==> config.mk <==
export PLATFORM = sky130hd
export DESIGN_NAME = mul_ctrl_flat
export DESIGN_NICKNAME = d
export VERILOG_FILES = /design/src/rtl/muldiv_pkg.sv /design/src/rtl/mul_ctrl_if.sv /design/src/rtl/M.sv /design/src/rtl/mul_ctrl.sv /design/src/flat_wrapper.sv
export SDC_FILE = /design/constraint.sdc
export NUM_CORES = 2
export LEC_CHECK = 0
export CORE_MARGIN = 1
export CORE_UTILIZATION = 60
export DETAILED_ROUTE_END_ITERATION = 10
export GPL_TIMING_DRIVEN = 0
export PLACE_DENSITY = 0.78
export SLEW_MARGIN = 25
export SYNTH_ARGS = -nofsm -noshare
export SYNTH_HDL_FRONTEND = slang
export SYNTH_SLANG_ARGS = --single-unit
export TNS_END_PERCENT = 1
==> constraint.sdc <==
create_clock -name clk_i -period 9.12 [get_ports clk_i]
set_input_delay 1.824 -clock clk_i [delete_from_list [all_inputs] [get_ports clk_i]]
set_output_delay 1.824 -clock clk_i [all_outputs]
set_load 0.05 [all_outputs]
==> src/rtl/muldiv_pkg.sv <==
// Shared definitions for the multiply controller: op encodings, FSM states,
// result latency and the per-op operand signedness rules.
package muldiv_pkg;

    typedef enum logic [1:0] {
        OP_MUL    = 2'b00,
        OP_MULH   = 2'b01,
        OP_MULHSU = 2'b10,
        OP_MULHU  = 2'b11
    } op_e;

    typedef enum logic [1:0] {
        IDLE = 2'b00,
        MULT = 2'b01,
        ACC  = 2'b10,
        DONE = 2'b11
    } state_e;

    // Cycles from the accepting edge to the done pulse.
    localparam int MUL_LATENCY = 3;

    function automatic logic rs1_is_signed(input op_e op);
        return (op == OP_MULH) || (op == OP_MULHSU);
    endfunction

    function automatic logic rs2_is_signed(input op_e op);
        return (op == OP_MULH);
    endfunction

endpackage

==> src/rtl/mul_ctrl_if.sv <==
// Execute-stage request/response bundle for mul_ctrl. The master is the core,
// the slave is mul_ctrl; state_o is a debug view of the controller FSM.
interface mul_ctrl_if #(
    parameter int DATA_WIDTH = 32
);
    import muldiv_pkg::*;

    // Handshake: a request is taken when start_i=1, flush_i=0 and busy_o=0 at a
    // rising edge; exactly one done_o pulse follows MUL_LATENCY cycles later
    // unless the operation is flushed or reset first. There is no backpressure.
    logic                  start_i;
    logic [1:0]            op_i;
    logic [DATA_WIDTH-1:0] rs1_i;
    logic [DATA_WIDTH-1:0] rs2_i;
    logic                  flush_i;
    logic                  busy_o;
    logic                  done_o;
    logic [DATA_WIDTH-1:0] result_o;
    state_e                state_o;

    modport master (
        output start_i, op_i, rs1_i, rs2_i, flush_i,
        input  busy_o, done_o, result_o, state_o
    );

    modport slave (
        input  start_i, op_i, rs1_i, rs2_i, flush_i,
        output busy_o, done_o, result_o, state_o
    );

endinterface

==> src/rtl/M.sv <==
// Two-stage unsigned multiplier: half-width partial products are registered on
// every edge and summed combinationally, so P_o is valid one cycle after X/Y.
module M #(
    parameter int DATA_WIDTH = 32
) (
    input  logic                    clk_i,
    input  logic [DATA_WIDTH-1:0]   X_i,
    input  logic [DATA_WIDTH-1:0]   Y_i,
    output logic [2*DATA_WIDTH-1:0] P_o
);
    localparam int H  = DATA_WIDTH / 2;
    localparam int PP = DATA_WIDTH + H;

    logic [PP-1:0] pp_lo_q, pp_lo_d;
    logic [PP-1:0] pp_hi_q, pp_hi_d;

    always_comb begin
        pp_lo_d = {{H{1'b0}}, X_i} * {{DATA_WIDTH{1'b0}}, Y_i[H-1:0]};
        pp_hi_d = {{H{1'b0}}, X_i} * {{DATA_WIDTH{1'b0}}, Y_i[DATA_WIDTH-1:H]};
    end

    always_ff @(posedge clk_i) begin
        pp_lo_q <= pp_lo_d;
        pp_hi_q <= pp_hi_d;
    end

    // The true product is below 2^(2*DATA_WIDTH), so the truncated sum is exact.
    assign P_o = {{H{1'b0}}, pp_lo_q} + {pp_hi_q, {H{1'b0}}};

endmodule

==> src/rtl/mul_ctrl.sv <==
// Sequencing and sign handling around the unsigned multiplier M for RISC-V
// MUL/MULH/MULHSU/MULHU; DATA_WIDTH must be 32 or 64.
module mul_ctrl
    import muldiv_pkg::*;
#(
    parameter int DATA_WIDTH = 32
) (
    input  logic      clk_i,
    input  logic      reset_i,
    mul_ctrl_if.slave bus
);
    localparam int PW = 2 * DATA_WIDTH;
    localparam logic [DATA_WIDTH-1:0] ONE_D = {{(DATA_WIDTH-1){1'b0}}, 1'b1};
    localparam logic [PW-1:0]         ONE_P = {{(PW-1){1'b0}}, 1'b1};

    state_e                state_q, state_d;
    logic [DATA_WIDTH-1:0] ax_q, ax_d;
    logic [DATA_WIDTH-1:0] ay_q, ay_d;
    logic                  neg_q, neg_d;
    op_e                   op_q, op_d;
    logic [DATA_WIDTH-1:0] result_q, result_d;

    op_e                   op_in;
    logic                  rs1_neg;
    logic                  rs2_neg;
    logic [DATA_WIDTH-1:0] rs1_mag;
    logic [DATA_WIDTH-1:0] rs2_mag;
    logic [PW-1:0]         prod;
    logic [PW-1:0]         prod_signed;

    assign op_in   = op_e'(bus.op_i);
    assign rs1_neg = rs1_is_signed(op_in) & bus.rs1_i[DATA_WIDTH-1];
    assign rs2_neg = rs2_is_signed(op_in) & bus.rs2_i[DATA_WIDTH-1];
    // The most-negative value negates to itself, which is its correct magnitude.
    assign rs1_mag = rs1_neg ? (~bus.rs1_i + ONE_D) : bus.rs1_i;
    assign rs2_mag = rs2_neg ? (~bus.rs2_i + ONE_D) : bus.rs2_i;

    M #(
        .DATA_WIDTH (DATA_WIDTH)
    ) u_m (
        .clk_i (clk_i),
        .X_i   (ax_q),
        .Y_i   (ay_q),
        .P_o   (prod)
    );

    assign prod_signed = neg_q ? (~prod + ONE_P) : prod;

    always_comb begin
        state_d  = state_q;
        ax_d     = ax_q;
        ay_d     = ay_q;
        neg_d    = neg_q;
        op_d     = op_q;
        result_d = result_q;
        case (state_q)
            IDLE: begin
                if (bus.start_i && !bus.flush_i) begin
                    state_d = MULT;
                    ax_d    = rs1_mag;
                    ay_d    = rs2_mag;
                    neg_d   = rs1_neg ^ rs2_neg;
                    op_d    = op_in;
                end
            end
            MULT: begin
                state_d = bus.flush_i ? IDLE : ACC;
            end
            ACC: begin
                if (bus.flush_i) begin
                    state_d = IDLE;
                end else begin
                    state_d  = DONE;
                    result_d = (op_q == OP_MUL) ? prod_signed[DATA_WIDTH-1:0]
                                                : prod_signed[PW-1:DATA_WIDTH];
                end
            end
            DONE: begin
                state_d = IDLE;
            end
            default: begin
                state_d = IDLE;
            end
        endcase
    end

    always_ff @(posedge clk_i) begin
        if (!reset_i) begin
            state_q  <= IDLE;
            ax_q     <= '0;
            ay_q     <= '0;
            neg_q    <= 1'b0;
            op_q     <= OP_MUL;
            result_q <= '0;
        end else begin
            state_q  <= state_d;
            ax_q     <= ax_d;
            ay_q     <= ay_d;
            neg_q    <= neg_d;
            op_q     <= op_d;
            result_q <= result_d;
        end
    end

    assign bus.busy_o   = (state_q != IDLE);
    assign bus.done_o   = (state_q == DONE);
    assign bus.result_o = result_q;
    assign bus.state_o  = state_q;

endmodule
==> src/flat_wrapper.sv <==
// flat-port wrapper written by rule: the top's interface ports become plain ports
module mul_ctrl_flat import muldiv_pkg::*;
#(
    parameter int DATA_WIDTH = 32
)
  (clk_i, reset_i, bus_start_i, bus_op_i, bus_rs1_i, bus_rs2_i, bus_flush_i, bus_busy_o, bus_done_o, bus_result_o, bus_state_o);
  mul_ctrl_if #(.DATA_WIDTH(DATA_WIDTH)) bus_i ();
  input  logic clk_i;
  input  logic reset_i;
  input wire logic [$bits(bus_i.start_i)-1:0] bus_start_i;
  input wire logic [$bits(bus_i.op_i)-1:0] bus_op_i;
  input wire logic [$bits(bus_i.rs1_i)-1:0] bus_rs1_i;
  input wire logic [$bits(bus_i.rs2_i)-1:0] bus_rs2_i;
  input wire logic [$bits(bus_i.flush_i)-1:0] bus_flush_i;
  output wire logic [$bits(bus_i.busy_o)-1:0] bus_busy_o;
  output wire logic [$bits(bus_i.done_o)-1:0] bus_done_o;
  output wire logic [$bits(bus_i.result_o)-1:0] bus_result_o;
  output wire logic [$bits(bus_i.state_o)-1:0] bus_state_o;
  assign bus_i.start_i = bus_start_i;
  assign bus_i.op_i = bus_op_i;
  assign bus_i.rs1_i = bus_rs1_i;
  assign bus_i.rs2_i = bus_rs2_i;
  assign bus_i.flush_i = bus_flush_i;
  assign bus_busy_o = bus_i.busy_o;
  assign bus_done_o = bus_i.done_o;
  assign bus_result_o = bus_i.result_o;
  assign bus_state_o = bus_i.state_o;
  mul_ctrl #(.DATA_WIDTH(DATA_WIDTH)) u_core (.clk_i(clk_i), .reset_i(reset_i), .bus(bus_i));
endmodule
# --- Yosys cells after proc, flatten, opt, wreduce, memory -nomap -nowiden ---
# Cells that the tools add are included.
classes:
  n_addsub: 4
  n_mul: 2
  eq_ne: 6
  mux: 8
  bitwise: 7
  n_reduce_logical: 8
op_table:
  columns: ["cell", "count"]
  rows:
  - ["$mul A32 B16 Y48", 2]
  - ["$mux W32", 3]
  - ["$add A32 B1 Y32 const B", 2]
  - ["$add A48 B64 Y64", 1]
  - ["$add A64 B1 Y64 const B", 1]
  - ["$mux W64", 1]
  - ["$not A32 Y32", 2]
  - ["$not A64 Y64", 1]
  - ["$pmux W2 S4", 1]
  - ["$eq A2 B2 Y1 const B", 3]
  - ["$mux W2", 3]
  - ["$eq A2 B1 Y1 const B", 2]
  - ["$logic_not A2 Y1", 2]
  - ["$reduce_and A2 Y1", 2]
  - ["$and A1 B1 Y1", 2]
  - ["$ne A2 B1 Y1 const B", 1]
  - ["$reduce_bool A2 Y1", 1]
  - ["$logic_and A1 B1 Y1", 1]
  - ["$logic_not A1 Y1", 1]
  - ["$logic_or A1 B1 Y1", 1]
  - ["$not A1 Y1", 1]
  - ["$xor A1 B1 Y1", 1]
totals:
  reg_bits: 197
  input_bits: 70
  out_inout_bits: 36
  word_cells: 43

# --- Depth between registers and ports, before layout ---
logic_depth:
  depth_word: 5
  mapped_depth: 26
  depth_no_buf: 25

# --- By module ---
# A second synthesis with hierarchy kept.
hier_totals:
  hier_cells: 5078
  hier_area_um2: 43200.2
by_module_without_submodules:
  columns: ["mod", "n_inst", "cells_per_inst", "area_each_um2", "seq_area_each_um2"]
  rows:
  - ["M", 1, 4151, 36234.8, 1921.8]
  - ["mul_ctrl", 1, 927, 6965.4, 2021.9]

# --- Least setup slack after synthesis ---
# OpenSTA, ideal clock, no wires.
synth_path:
  kind: "register to register"
  startpoint: "register u_core.ax_q[10]"
  endpoint: "register u_core.u_m.pp_lo_q[46]"
  setup_time_ns: 0.119
  arrival_time_ns: 6.438
  required_ns: 9.001
  slack_ns: 2.563
  stages_incl_launch_ff: 22
  path_buffers: 1
  period_less_slack_ns: 6.557
  path_cell_list: "dfxtp_1 -> clkbuf_1 -> nand2_1 -> fa_1 -> fa_1 -> fa_1 -> fa_1 -> inv_1 -> fa_1 -> fa_1 -> ha_1 -> a21o_1 -> a21o_1 -> a221oi_1 -> nor3_1 -> o31ai_1 -> o311ai_0 -> a21oi_1 -> o21ai_0 -> a21o_1 -> a211o_1 -> xor2_1"
synth_between:
  elab_chain_len: 1
synth_rtl:
  columns: ["item", "line_no", "text"]
  rows:
  - ["start: declaration", "mul_ctrl.sv:17", "logic [DATA_WIDTH-1:0] ax_q, ax_d;"]
  - ["start signal: assignment", "mul_ctrl.sv:90", "ax_q <= '0;"]
  - ["start signal: assignment", "mul_ctrl.sv:97", "ax_q <= ax_d;"]
  - ["$mul A32 B16 Y48", "M.sv:18", "pp_lo_d = {{H{1'b0}}, X_i} * {{DATA_WIDTH{1'b0}}, Y_i[H-1:0]};"]
  - ["net u_core.u_m.pp_lo_d[46]", "M.sv:14", "logic [PP-1:0] pp_lo_q, pp_lo_d;"]
  - ["end signal: assignment", "M.sv:23", "pp_lo_q <= pp_lo_d;"]
  - ["end: declaration", "M.sv:14", null]
# The timed path passes the listed nets, and every way through them passes these cells.
# A chain may end at the register's enable or synchronous reset.

# --- Worst setup path in the final report ---
layout_path:
  startpoint: "register u_core.ay_q[9]"
  endpoint: "register u_core.u_m.pp_lo_q[46]"
layout_between:
  elab_chain_len: 1
layout_rtl:
  columns: ["item", "line_no", "text"]
  rows:
  - ["start: declaration", "mul_ctrl.sv:18", "logic [DATA_WIDTH-1:0] ay_q, ay_d;"]
  - ["start signal: assignment", "mul_ctrl.sv:98", "ay_q <= ay_d;"]
  - ["$mul A32 B16 Y48", "M.sv:18", null]
  - ["net u_core.u_m.pp_lo_d[46]", "M.sv:14", null]
# The timed path passes the listed nets, and every way through them passes these cells.

==> impl_metrics.ini <==
[timing]
worstMarginPinSlew_ns = 1.20
slew_viol_final = 0
min_period_ns = 9.07
skew_ns = 0.0277
period_share = 0.994
whs_ns = 0.441
setup_violations = 0
setup_ws_ns = 0.0503
hold_viol_final = 0
slew_headroom = 0.200
grt_setup_unrepaired = false
fmax_ghz = 0.110

[synthesis]
syn-instance-count = 5010
syn_area_um2 = 43200
ys_types = 89
syn_nets = 6193
ys.flop_type = dfxtp_1
avgSynthCellArea_um2 = 8.61
synth-seq-area-share = 0.0914
synth_edf_count = 0
async_reset_ff_frac = 0
ys_seq_elements = 197
ys_warn_count = 0

[floorplan]
dieHeight_um = 270
std_cell_rows = 97
core-area_um2 = 70600
die_area_um2 = 73000
start_util = 0.611
die_w_um = 270
io_pins = 106

[cts]
cts_max_level = 4
cts_resized = 1
numCtsBuffers = 17
cts.clk_slew.worst_paths_ns = 0.09
hold_buffers = 0
clock_latency_ns = 0.53
cts-root-buf = clkbuf_16
cts_sinks = 197
post_cts_buffers = 0
cts_tree = yes
cts.path.max_buffers = 2

[route]
routed_wl_um = 148000
drtIter0Drc = 3750
drc = 0
drt_pre_antenna_iters = 6
drt-vias-per-instance = 6.09
via_count = 37200
antenna_left = 0
routedWlPerCell_um = 24.2

[setup_path]
cp_max_fo = 10
critPathRequiredTime_ns = 9.47
crit_type = reg -> reg
crit_top_cell = fa_1
end_kind = register
slowest_delay_ns = 0.83
crit_arrival_ns = 9.42
crit_path_top_delay_cell = dfxtp_1
startpoint_type = register

[finish]
fin_util = 0.652
fillers = 6073
drive_gt1_frac = 0.0165
area_growth_pct = 6.70
fin_area_um2 = 46000
layout.nets = 6319

[place]
pre_cts_slack_ns = -0.105
io_buffers = 105
dp_hpwl_um = 122000
gp_congestion = 1.03
dpl-instance-area_um2 = 45400

[flow_run]
cap_violations = 0

[grt]
grt_max_degree = 21
grt.total_usage = 0.415
grt_pass1_vias = 38300
antenna_found_initial = 12
grt_overflow_total = 0
grt_first_pass_wirelength_um = 225000

[pwr]
max-vdd-ir-drop_v = 0.000116
leakage_nw = 22.0
powerDensity_nw_per_um2 = 109

[min_path]
hp-class = reg -> reg

[run_status]
run_status = finished, final reports clean
==> power by group <==
group          total (mW)  switching, mW  internal [mW]
Clock               0.808          0.441          0.367
Combinational        2.98           1.98           1.00
Sequential           1.22          0.209           1.01
==> stage by stage <==
step                setup TNS (ns)  cells  total power [mW]
floorplan                        0   5010              3.09
global placement            -0.127   6055              4.06
detailed placement          -0.105   6056              4.11
CTS                              0   6088              4.92
global route                     0   6089              5.30
finish                           0   6106              5.00
==> path summary, 6_finish.rpt <==
| kind | endpoint | cells after the start | slack, ns | start |
|---|---|---|---|---|
| worst min register to register | u_core.bus.result_o[9]$_SDFFE_PN0P_ | 2 | 0.44 | u_core.bus.result_o[9]$_SDFFE_PN0P_ |
| worst max-delay path | u_core.u_m.pp_lo_q[46]$_DFF_P_ | 25 | 0.05 | u_core.ay_q[9]$_SDFFE_PN0P_ |
| worst max register to register | u_core.u_m.pp_lo_q[46]$_DFF_P_ | 25 | 0.05 | u_core.ay_q[9]$_SDFFE_PN0P_ |
| worst min-delay path | u_core.bus.result_o[9]$_SDFFE_PN0P_ | 2 | 0.44 | u_core.bus.result_o[9]$_SDFFE_PN0P_ |
==> final cells by class <==
cell class | count | area (µm²) | share of cell area
Antenna cell | 17 | 42.5 | 0.000924
Buffer | 280 | 1070 | 0.0232
Clock buffer | 18 | 429 | 0.00932
Clock inverter | 14 | 154 | 0.00334
Inverter | 890 | 3340 | 0.0726
Multi-Input combinational cell | 3643 | 34800 | 0.756
Sequential cell | 197 | 3950 | 0.0857
Tap cell | 940 | 1180 | 0.0255
Timing Repair Buffer | 107 | 1080 | 0.0234
==> sequential cells by signal, summed over array words and instances, names as in the netlist <==
signal,cells
u_core.neg_q,1
u_core.u_m.pp_hi_q,48
u_core.op_q,2
u_core.ay_q,32
u_core.ax_q,32
u_core.bus.result_o,32
u_core.u_m.pp_lo_q,48
u_core.bus.state_o,2
==> synth_stat cells, drive strengths merged (13+ instances only) <==
cell type / number / share of area
o31ai: 24 / 0.0042
a31oi: 22 / 0.0033
a211oi: 25 / 0.0045
nand2b: 18 / 0.0026
nand3: 53 / 0.0061
or4: 13 / 0.0024
nand2: 801 / 0.070
and2: 452 / 0.066
a21boi: 14 / 0.0027
buf: 15 / 0.0016
nor3: 39 / 0.0048
clkbuf: 265 / 0.023
nand4: 25 / 0.0036
xnor2: 120 / 0.024
nor4: 23 / 0.0041
o21a: 18 / 0.0031
xor2: 79 / 0.016
o21ai: 138 / 0.016
nor2b: 16 / 0.0023
o211a: 57 / 0.013
nor2: 109 / 0.0095
o211ai: 23 / 0.0040
a21o: 78 / 0.014
inv: 890 / 0.077
or3: 21 / 0.0030
and3: 33 / 0.0048
a21oi: 143 / 0.017
ha: 276 / 0.080
fa: 837 / 0.39
dfxtp: 197 / 0.091
==> worst max-delay path, delay by kind of cell (launching register included) <==
kind	cells	cell delay [ns]
AOI/OAI and AO/OA	9	3.04
xor gates and xnor gates	1	0.40
adders and majority gates	7	3.29
buffers and inverters	6	1.04
DFF	1	0.83
and+or+nand+nor	2	0.31
==> metal layers <==
| layer | track usage | up-vias | routed length, µm |
|---|---|---|---|
| met4 | 0.287 | 14 | 11900 |
| met3 | 0.120 | 584 | 18400 |
| met2 | 0.624 | 2270 | 63600 |
| li1 | - | 15900 | - |
| met5 | 0 | - | 104 |
| met1 | 0.515 | 18400 | 53700 |
==> kinds of logic (layout without fill, tap and decap cells) <==
family | after synthesis | in the layout | synth area share
buf+inv | 1170 | 1309 | 0.102
simple gates | 1656 | 1656 | 0.188
flops | 197 | 197 | 0.0914
mux | 16 | 16 | 0.00386
compound gates | 659 | 659 | 0.106
xor+xnor | 199 | 199 | 0.0404
fa+ha+maj | 1113 | 1113 | 0.468
other cells | 0 | 17 | 0
==> cells in the final DEF (no fill, tap or decap), types with 17 or more instances in the layout <==
| master | netlist | layout |
|---|---|---|
| nand2b_1 | 18 | 18 |
| nor2_1 | 109 | 109 |
| clkdlybuf4s50_1 | 0 | 105 |
| o21ai_0 | 131 | 131 |
| o31ai_1 | 24 | 23 |
| diode_2 | 0 | 17 |
| o211a_1 | 57 | 57 |
| ha_1 | 276 | 276 |
| dfxtp_1 | 197 | 194 |
| a21o_1 | 78 | 78 |
| nand3_1 | 53 | 53 |
| clkbuf_16 | 0 | 17 |
| and3_1 | 33 | 33 |
| xor2_1 | 79 | 79 |
| nand2_1 | 801 | 801 |
| xnor2_1 | 120 | 120 |
| a31oi_1 | 21 | 21 |
| fa_1 | 837 | 837 |
| or3_1 | 21 | 21 |
| nor3_1 | 37 | 37 |
| a21oi_1 | 143 | 143 |
| o21a_1 | 18 | 18 |
| nor4_1 | 18 | 18 |
| inv_1 | 890 | 890 |
| and2_1 | 451 | 451 |
| nand4_1 | 25 | 25 |
| o211ai_1 | 23 | 23 |
| clkbuf_1 | 265 | 263 |
| a211oi_1 | 24 | 24 |
Power figures use the tool's default switching activity.
